[src/rtl/issue_stage_pkg.sv]
// Shared types for the issue stage: rs entry layout, functional-unit classes
// and the opcode helpers used to steer a packet onto a unit.
package issue_stage_pkg;

    localparam int unsigned ISSUE_WIDTH = 2;

    typedef enum logic [3:0] {
        ALU_ADD,
        ALU_SUB,
        ALU_SLT,
        ALU_SLTU,
        ALU_AND,
        ALU_OR,
        ALU_XOR,
        ALU_SLL,
        ALU_SRL,
        ALU_SRA,
        ALU_MUL,
        ALU_MULH,
        ALU_MULHSU,
        ALU_MULHU,
        ALU_DIV,
        ALU_REM
    } ALU_FUNC;

    typedef struct packed {
        logic [31:0] pc;
        logic [4:0]  dest_reg_idx;
        ALU_FUNC     alu_func;
        logic        rd_mem;
        logic        wr_mem;
    } ID_DISP_PACKET;

    typedef struct packed {
        logic          busy;
        logic          send_issue;
        logic [5:0]    T;
        logic [5:0]    T1;
        logic [5:0]    T2;
        ID_DISP_PACKET packet;
    } RS_OBJ;

    typedef enum logic [1:0] {
        FU_ALU,
        FU_MULT,
        FU_MEM
    } FU_CLASS;

    function automatic logic is_mult(input ID_DISP_PACKET p);
        return p.alu_func inside {ALU_MUL, ALU_MULH, ALU_MULHSU, ALU_MULHU};
    endfunction

    // Memory access wins over the opcode so a load/store never lands on the multiplier.
    function automatic FU_CLASS fu_class_of(input ID_DISP_PACKET p);
        if (p.rd_mem || p.wr_mem) begin
            return FU_MEM;
        end else if (is_mult(p)) begin
            return FU_MULT;
        end
        return FU_ALU;
    endfunction

endpackage

[src/rtl/issue_stage_fu_arbiter.sv]
// Per-class priority grant: lane 0 first; the multiplier and memory port each
// accept at most one op per cycle, ALU ops are always granted.
module fu_arbiter
    import issue_stage_pkg::*;
#(
    parameter int unsigned WIDTH = ISSUE_WIDTH
) (
    input  logic    [WIDTH-1:0] is_valid,
    input  FU_CLASS [WIDTH-1:0] fu_class,
    input  logic                mult_free,
    input  logic                mem_ready,
    output logic    [WIDTH-1:0] grant
);

    logic mult_taken;
    logic mem_taken;

    always_comb begin
        grant      = '0;
        mult_taken = 1'b0;
        mem_taken  = 1'b0;
        for (int unsigned w = 0; w < WIDTH; w++) begin
            if (is_valid[w]) begin
                case (fu_class[w])
                    FU_ALU: begin
                        grant[w] = 1'b1;
                    end
                    FU_MULT: begin
                        if (mult_free && !mult_taken) begin
                            grant[w]   = 1'b1;
                            mult_taken = 1'b1;
                        end
                    end
                    FU_MEM: begin
                        if (mem_ready && !mem_taken) begin
                            grant[w]  = 1'b1;
                            mem_taken = 1'b1;
                        end
                    end
                    default: begin
                        grant[w] = 1'b0;
                    end
                endcase
            end
        end
    end

endmodule

[src/rtl/issue_stage.sv]
// Issue stage between rs and ex: latches rs selections, grants each lane onto a
// functional unit, confirms deletion back to rs and registers granted ops for ex.
module issue_stage
    import issue_stage_pkg::*;
#(
    parameter int unsigned WIDTH    = ISSUE_WIDTH,
    parameter int unsigned MULT_LAT = 4
) (
    input  logic                clock,
    input  logic                reset,
    input  logic                rollback_en,
    input  RS_OBJ   [WIDTH-1:0] issue_packet,
    input  logic                mem_ready,
    output logic    [WIDTH-1:0] delete_confirm,
    output RS_OBJ   [WIDTH-1:0] ex_packet,
    output logic    [WIDTH-1:0] ex_valid,
    output FU_CLASS [WIDTH-1:0] ex_fu,
    output logic                mult_busy
);

    localparam int unsigned CNT_W = (MULT_LAT < 1) ? 1 : $clog2(MULT_LAT + 1);
    localparam logic [CNT_W-1:0] MULT_LOAD = CNT_W'(MULT_LAT);
    localparam logic [CNT_W-1:0] CNT_ONE   = CNT_W'(1);

    if (MULT_LAT < 1) begin : g_bad_mult_lat
        $error("issue_stage: MULT_LAT must be at least 1");
    end

    RS_OBJ   [WIDTH-1:0] is_reg_q,    is_reg_d;
    logic    [WIDTH-1:0] is_valid_q,  is_valid_d;
    RS_OBJ   [WIDTH-1:0] ex_packet_q, ex_packet_d;
    logic    [WIDTH-1:0] ex_valid_q,  ex_valid_d;
    FU_CLASS [WIDTH-1:0] ex_fu_q,     ex_fu_d;
    logic    [CNT_W-1:0] mult_cnt_q,  mult_cnt_d;

    FU_CLASS [WIDTH-1:0] is_fu;
    logic    [WIDTH-1:0] grant;
    logic    [WIDTH-1:0] confirm;
    logic                mult_free;
    logic                mult_take;

    assign mult_free = (mult_cnt_q == '0);

    always_comb begin
        is_fu = '{default: FU_ALU};
        for (int unsigned w = 0; w < WIDTH; w++) begin
            is_fu[w] = fu_class_of(is_reg_q[w].packet);
        end
    end

    fu_arbiter #(
        .WIDTH(WIDTH)
    ) u_fu_arbiter (
        .is_valid (is_valid_q),
        .fu_class (is_fu),
        .mult_free(mult_free),
        .mem_ready(mem_ready),
        .grant    (grant)
    );

    // rs re-presents any ungranted entry, so IS reloads every cycle with no hold path.
    always_comb begin
        is_reg_d    = issue_packet;
        is_valid_d  = '0;
        confirm     = '0;
        ex_valid_d  = '0;
        ex_packet_d = '0;
        ex_fu_d     = ex_fu_q;
        mult_take   = 1'b0;
        for (int unsigned w = 0; w < WIDTH; w++) begin
            is_valid_d[w] = issue_packet[w].busy & issue_packet[w].send_issue & ~rollback_en;
            confirm[w]    = is_valid_q[w] & grant[w] & ~rollback_en;
            ex_valid_d[w] = confirm[w];
            ex_fu_d[w]    = is_fu[w];
            if (confirm[w]) begin
                ex_packet_d[w] = is_reg_q[w];
                if (is_fu[w] == FU_MULT) begin
                    mult_take = 1'b1;
                end
            end
        end
    end

    always_comb begin
        mult_cnt_d = mult_cnt_q;
        if (rollback_en) begin
            mult_cnt_d = '0;
        end else if (mult_take) begin
            mult_cnt_d = MULT_LOAD;
        end else if (mult_cnt_q != '0) begin
            mult_cnt_d = mult_cnt_q - CNT_ONE;
        end
    end

    always_ff @(posedge clock or negedge reset) begin
        if (!reset) begin
            is_reg_q    <= '0;
            is_valid_q  <= '0;
            ex_packet_q <= '0;
            ex_valid_q  <= '0;
            mult_cnt_q  <= '0;
            for (int unsigned w = 0; w < WIDTH; w++) begin
                ex_fu_q[w] <= FU_ALU;
            end
        end else begin
            is_reg_q    <= is_reg_d;
            is_valid_q  <= is_valid_d;
            ex_packet_q <= ex_packet_d;
            ex_valid_q  <= ex_valid_d;
            ex_fu_q     <= ex_fu_d;
            mult_cnt_q  <= mult_cnt_d;
        end
    end

    assign delete_confirm = confirm;
    assign ex_packet      = ex_packet_q;
    assign ex_valid       = ex_valid_q;
    assign ex_fu          = ex_fu_q;
    assign mult_busy      = (mult_cnt_q != '0);

endmodule
[config.mk]
export PLATFORM = sky130hd
export DESIGN_NAME = issue_stage
export DESIGN_NICKNAME = d
export VERILOG_FILES = /design/src/rtl/issue_stage_pkg.sv /design/src/rtl/issue_stage_fu_arbiter.sv /design/src/rtl/issue_stage.sv
export SDC_FILE = /design/constraint.sdc
export NUM_CORES = 1
export LEC_CHECK = 0
export BUFFER_PORTS_ARGS = -buffer_cell sky130_fd_sc_hd__clkbuf_2
export CAP_MARGIN = 25
export CORE_MARGIN = 4
export CORE_UTILIZATION = 41
export CTS_CLUSTER_SIZE = 12
export DETAILED_ROUTE_END_ITERATION = 8
export PLACE_DENSITY = 0.67
export SETUP_SLACK_MARGIN = 0.5
export SKIP_LAST_GASP = 1
export SYNTH_ARGS = -nofsm -noshare
export SYNTH_HDL_FRONTEND = slang
export SYNTH_HIERARCHICAL = 1
export SYNTH_SLANG_ARGS = --single-unit
[constraint.sdc]
create_clock -name clock -period 2.5 [get_ports clock]
set_input_delay 0 -clock clock [delete_from_list [all_inputs] [get_ports clock]]
set_output_delay 0 -clock clock [all_outputs]
set_load 0.1 [all_outputs]
-- Word level (Yosys, flattened, before mapping)
Cells that the tools add are included.
- memories kept: 0
- bits in latches: 0
- input port bits: 130
- bits in read-only memories: 0
- logic and storage cells: 111
- register bits after elaboration: 263
- output and inout bits: 135
- memory bits (writable): 0
- reduce and logical (&&, ||, !) cells: 13
- bitwise logic cells: 9
- $mul: 0
- div/mod/pow operators: 0
- add/subtract/negate cells: 1
- multiplexer cells: 31
- equality and inequality tests: 12
- magnitude comparators: 0
- shift-type cells: 0
- operator list (cell ; number):
    63-bit 2-to-1 mux ; 2
    4-bit == test, second input constant ; 8
    1-bit 2-to-1 mux ; 18
    2-bit 2-to-1 mux ; 6
    3-bit 2-to-1 mux ; 3
    1-bit AND ; 8
    4-bit nonzero test ; 2
    1-bit one-hot mux with 3 select lines ; 2
    3-bit nonzero test ; 2
    2-bit by 1-bit == test with 1-bit output, second input constant ; 2
    2-bit == test, second input constant ; 2
    2-bit zero test ; 2
    3-bit zero test ; 1
    3-bit by 1-bit subtractor with 3-bit output, second input constant ; 1
    1-bit logical AND ; 2
    1-bit zero test ; 2
    1-bit logical OR ; 2
    1-bit NOT ; 1

-- Depth between registers and ports, before layout
- word-level depth: 18
- gate-level depth with buffers: 11

-- Hierarchy
The synthesis kept the hierarchy.
- modules (own cells, without submodules) (module ; sequential area each (um2) ; area each (um2) ; times used ; cells each):
    issue_stage ; 6581.3 ; 7628.6 ; 1 ; 433
    fu_arbiter ; 0.0 ; 68.8 ; 1 ; 10

-- Worst setup path before layout
Ideal clock, no wire load.
- path kind: register to register
- from: register mult_cnt_q[0]
- to: register ex_packet_q, in the netlist ex_packet[116]
- slack: -456 ps
- library setup time: 68 ps
- cell stages (with the launch flop): 12
- data required time: 2432 ps
- arrival: 2888 ps
- clock period less this slack: 2956 ps
- cells stage by stage: dfrtp_1 > inv_1 > ha_1 > nand2b_1 > inv_1 > inv_1 > a311o_2 > a21boi_2 > and3b_1 > buf_2 > buf_2 > and2_1
- RTL lines (item ; line ; source):
    from (decl) ; issue_stage.sv:34 ; logic [CNT_W-1:0] mult_cnt_q, mult_cnt_d;
    from (signal assigned) ; issue_stage.sv:111 ; mult_cnt_q <= mult_cnt_d;
    to (signal assigned) ; issue_stage.sv:108 ; ex_packet_q <= ex_packet_d;
    to (decl) ; issue_stage.sv:31 ; RS_OBJ [WIDTH-1:0] ex_packet_q, ex_packet_d;

==> metrics <==
Hold Crit Class=input pin to asynchronous set/reset pin; Initial Util=0.423; # clock sinks=263; commonest non-fill, non-tap cell in the layout=dfrtp_1; Psw=2.01 mW; share of the synthesized area in the top cell type=0.855; CP max FO=5; period utilisation layout=0.974; clk_lat worst skew=~0.53 ns; CTS H-tree depth=1; Max Buffers Root-to-Sink=3; io pins=about 270; clock-pin transition on the worst setup and hold timing paths=about 0.060 ns; Seq pwr share=0.487; Syn. warnings=6; Pint=7.09 mW; total CTS buffers=28; slowest CP cell=dfrtp_1; total global-route track usage=0.191; DRC Markers=0; critical path's largest stage delay=about 0.40 ns; initial DRC count=between 100 and 150; Leak Pwr=~6.3 nW; initial antenna violation count=1; layout cells sized above 1=0.408; cells on worst reg2reg path=11; sequential area share after synthesis=0.855; Fmax=411 MHz; die area=between 20000 and 25000 µm²; final core occ=0.661; CP startpoint kind=flop; Synth Net Count=575; Fin. Hold Viols=0; worst-path cell chain=xnor2_2 -> nor3b_4 -> and4b_1 -> a211o_1 -> a21boi_2 -> and3b_2 -> buf_4 -> buf_6 -> buf_8 -> and4b_1 -> or3_1; first-pass GRT wire length=roughly 32000 µm; Hold WS=roughly 0.065 ns; final wirelength=~20000 µm; Synth Cell Area=slightly below 8000 µm²; status=completed; Area Overhead vs Synth=56.3%; core area=~18000 µm²; Power, Total=9.11 mW; Slew Viols, Final=0; number of synthesized register bits=roughly 260; sw frac=0.221; Max-Cap Viols=0; power share of the combinational group=0.081; Die Y=around 150 µm; ranking of synthesized cells by area=dfrtp_1, and2_1, clkbuf_1, and4b_1, inv_1; post-route cell area=between 10000 and 15000 µm²; critical path required time=around 2.9 ns; final antenna-violating net count=0; library cells used by synthesis=22; HPWL Detailed=around 11000 µm; Max-slew headroom=0.581; Synth area leader=dfrtp_1; number of global-route vias before repair=~6000; grt total ovfl=0; via count=~5000; RSZ-0062 raised after global routing=yes; Die Wd=145 µm; DR pass1 iterations=4; crit end category=flop; skew final=between 0.02 and 0.025 ns; syn_area_per_cell=17.4 µm²; post-DR wirelength/cell=approximately 17 µm; commonest non-fill, non-tap cells in the layout=dfrtp_1, clkbuf_2, dlygate4sd3_1; arrival time worst endpoint=approximately 2.8 ns; setup violators final=0; maximum vdd ir drop=roughly 560 µV; RePlAce Congestion=around 0.73; PD cells=757 nW/µm²; DP Area=about 9400 µm²; Clk pwr share=0.432; Tightest Pin Transition=0.628 ns; CP Class=flop to flop; Gate Count Post-Synth=~440; Final nets=~1000; Port Buffers=between 200 and 300; fin crit period=approximately 2.4 ns; Rows=49; CTS tree=yes; CP dominant cell by count=and4b_1; Vias/cell=between 4 and 5; largest net degree at the start of global routing=85; CTS root buf=clkbuf_16
power groups by stage:
stage	Combinational [mW]	Clock, mW	Sequential [mW]
2_1_floorplan	0.252	0	4.55
3_3_place_gp	0.545	0	4.50
3_5_place_dp	0.565	0	4.50
4_1_cts	0.740	4.01	4.43
5_1_grt	0.811	4.20	4.44
6_report	0.741	3.94	4.43
metal layers:
layer | vias to the layer above | track usage | routed length (µm)
li1 | 2247 | - | -
met1 | 2489 | 0.222 | 7300
met2 | 195 | 0.339 | 10400
met3 | 49 | 0.0583 | 1350
met4 | 0 | 0.0627 | 648
met5 | - | 0 | 0
state kept, by name (all words and copies together) (netlist names):
signal and flops:
mult_cnt_q 3, ex_fu 4, ex_valid 2, is_reg_q 126, is_valid_q 2, ex_packet 126
synth_stat cells:
cell      count
a211o_1       1
a21boi_2      1
a21oi_1       2
a311o_2       1
and2_1      126
and3b_1       2
and4b_1       3
buf_2         4
clkbuf_1     10
dfrtp_1     263
ha_1          2
inv_1         8
mux2_2        1
nand2_1       2
nand2b_1      2
nor2_1        5
nor3b_1       2
nor4_1        2
o21a_1        1
or3_1         1
or3b_2        1
xnor2_1       3
per-stage QoR:
| stage | setup slack (ns) | setup TNS [ns] | cells |
|---|---|---|---|
| after detailed placement | 0.249 | 0 | 930 |
| final | 0.0648 | 0 | 1126 |
| after floorplan | 0.433 | 0 | 443 |
| after global placement | 0.344 | 0 | 930 |
| after global routing | -0.0459 | -0.113 | 1126 |
| after CTS | 0.0713 | 0 | 1117 |
cells by family (layout without fill, tap and decap cells):
group | after synthesis | after routing | synth area share
AO/OA/AOI/OAI | 6 | 6 | 0.00634
XOR/XNOR | 3 | 3 | 0.00341
adder cells (fa/ha/maj) | 2 | 2 | 0.00325
buffers and inverters | 22 | 475 | 0.0114
flip-flops | 263 | 263 | 0.855
multiplexers | 1 | 1 | 0.00146
other | 0 | 1 | 0
AND/OR/NAND/NOR | 146 | 146 | 0.119
cell type report:
class / instances / area (µm²)
antenna: 1 / 2.50
sequential: 263 / 6580
inverter: 8 / 30.0
fill: 1223 / 6180
timing repair buffer: 423 / 3140
tap: 229 / 287
clock inverter: 4 / 52.6
multi-input combinational: 158 / 1110
clock buffer: 40 / 827
worst paths after layout:
kind                                   startpoint                         to  slack (ns)
setup / recovery            is_reg_q[4]$_DFF_PN0_  mult_cnt_q[2]$_DFFE_PN0P_        0.06
min in group clock               issue_packet[33]     is_reg_q[33]$_DFF_PN0_        0.11
hold / removal                              reset     ex_packet[6]$_DFF_PN0_        0.06
hold reg to reg            is_reg_q[76]$_DFF_PN0_    ex_packet[76]$_DFF_PN0_        0.43
setup reg to reg            is_reg_q[4]$_DFF_PN0_  mult_cnt_q[2]$_DFFE_PN0P_        0.06
max in group asynchronous                   reset     is_reg_q[18]$_DFF_PN0_        1.62
worst max-delay path, delay by kind of cell (launching register included):
kind / cells / cell delay [ns]
and+or+nand+nor: 5 / 1.11
DFF: 1 / 0.40
buffers and inverters: 3 / 0.37
xor gates and xnor gates: 1 / 0.27
AOI/OAI and AO/OA: 2 / 0.16
timing repair:
item / in CTS / in global routing
setup buffers: 8 / 7
setup endpoints to repair: 132 / 117
resized for setup: 21 / 19
pin swaps: 3 / 8
hold buffers: 128 / 0
endpoints found under the hold margin: 344 / 0
gates cloned: 7 / 1
No activity file was read; power rests on OpenSTA's default activity.
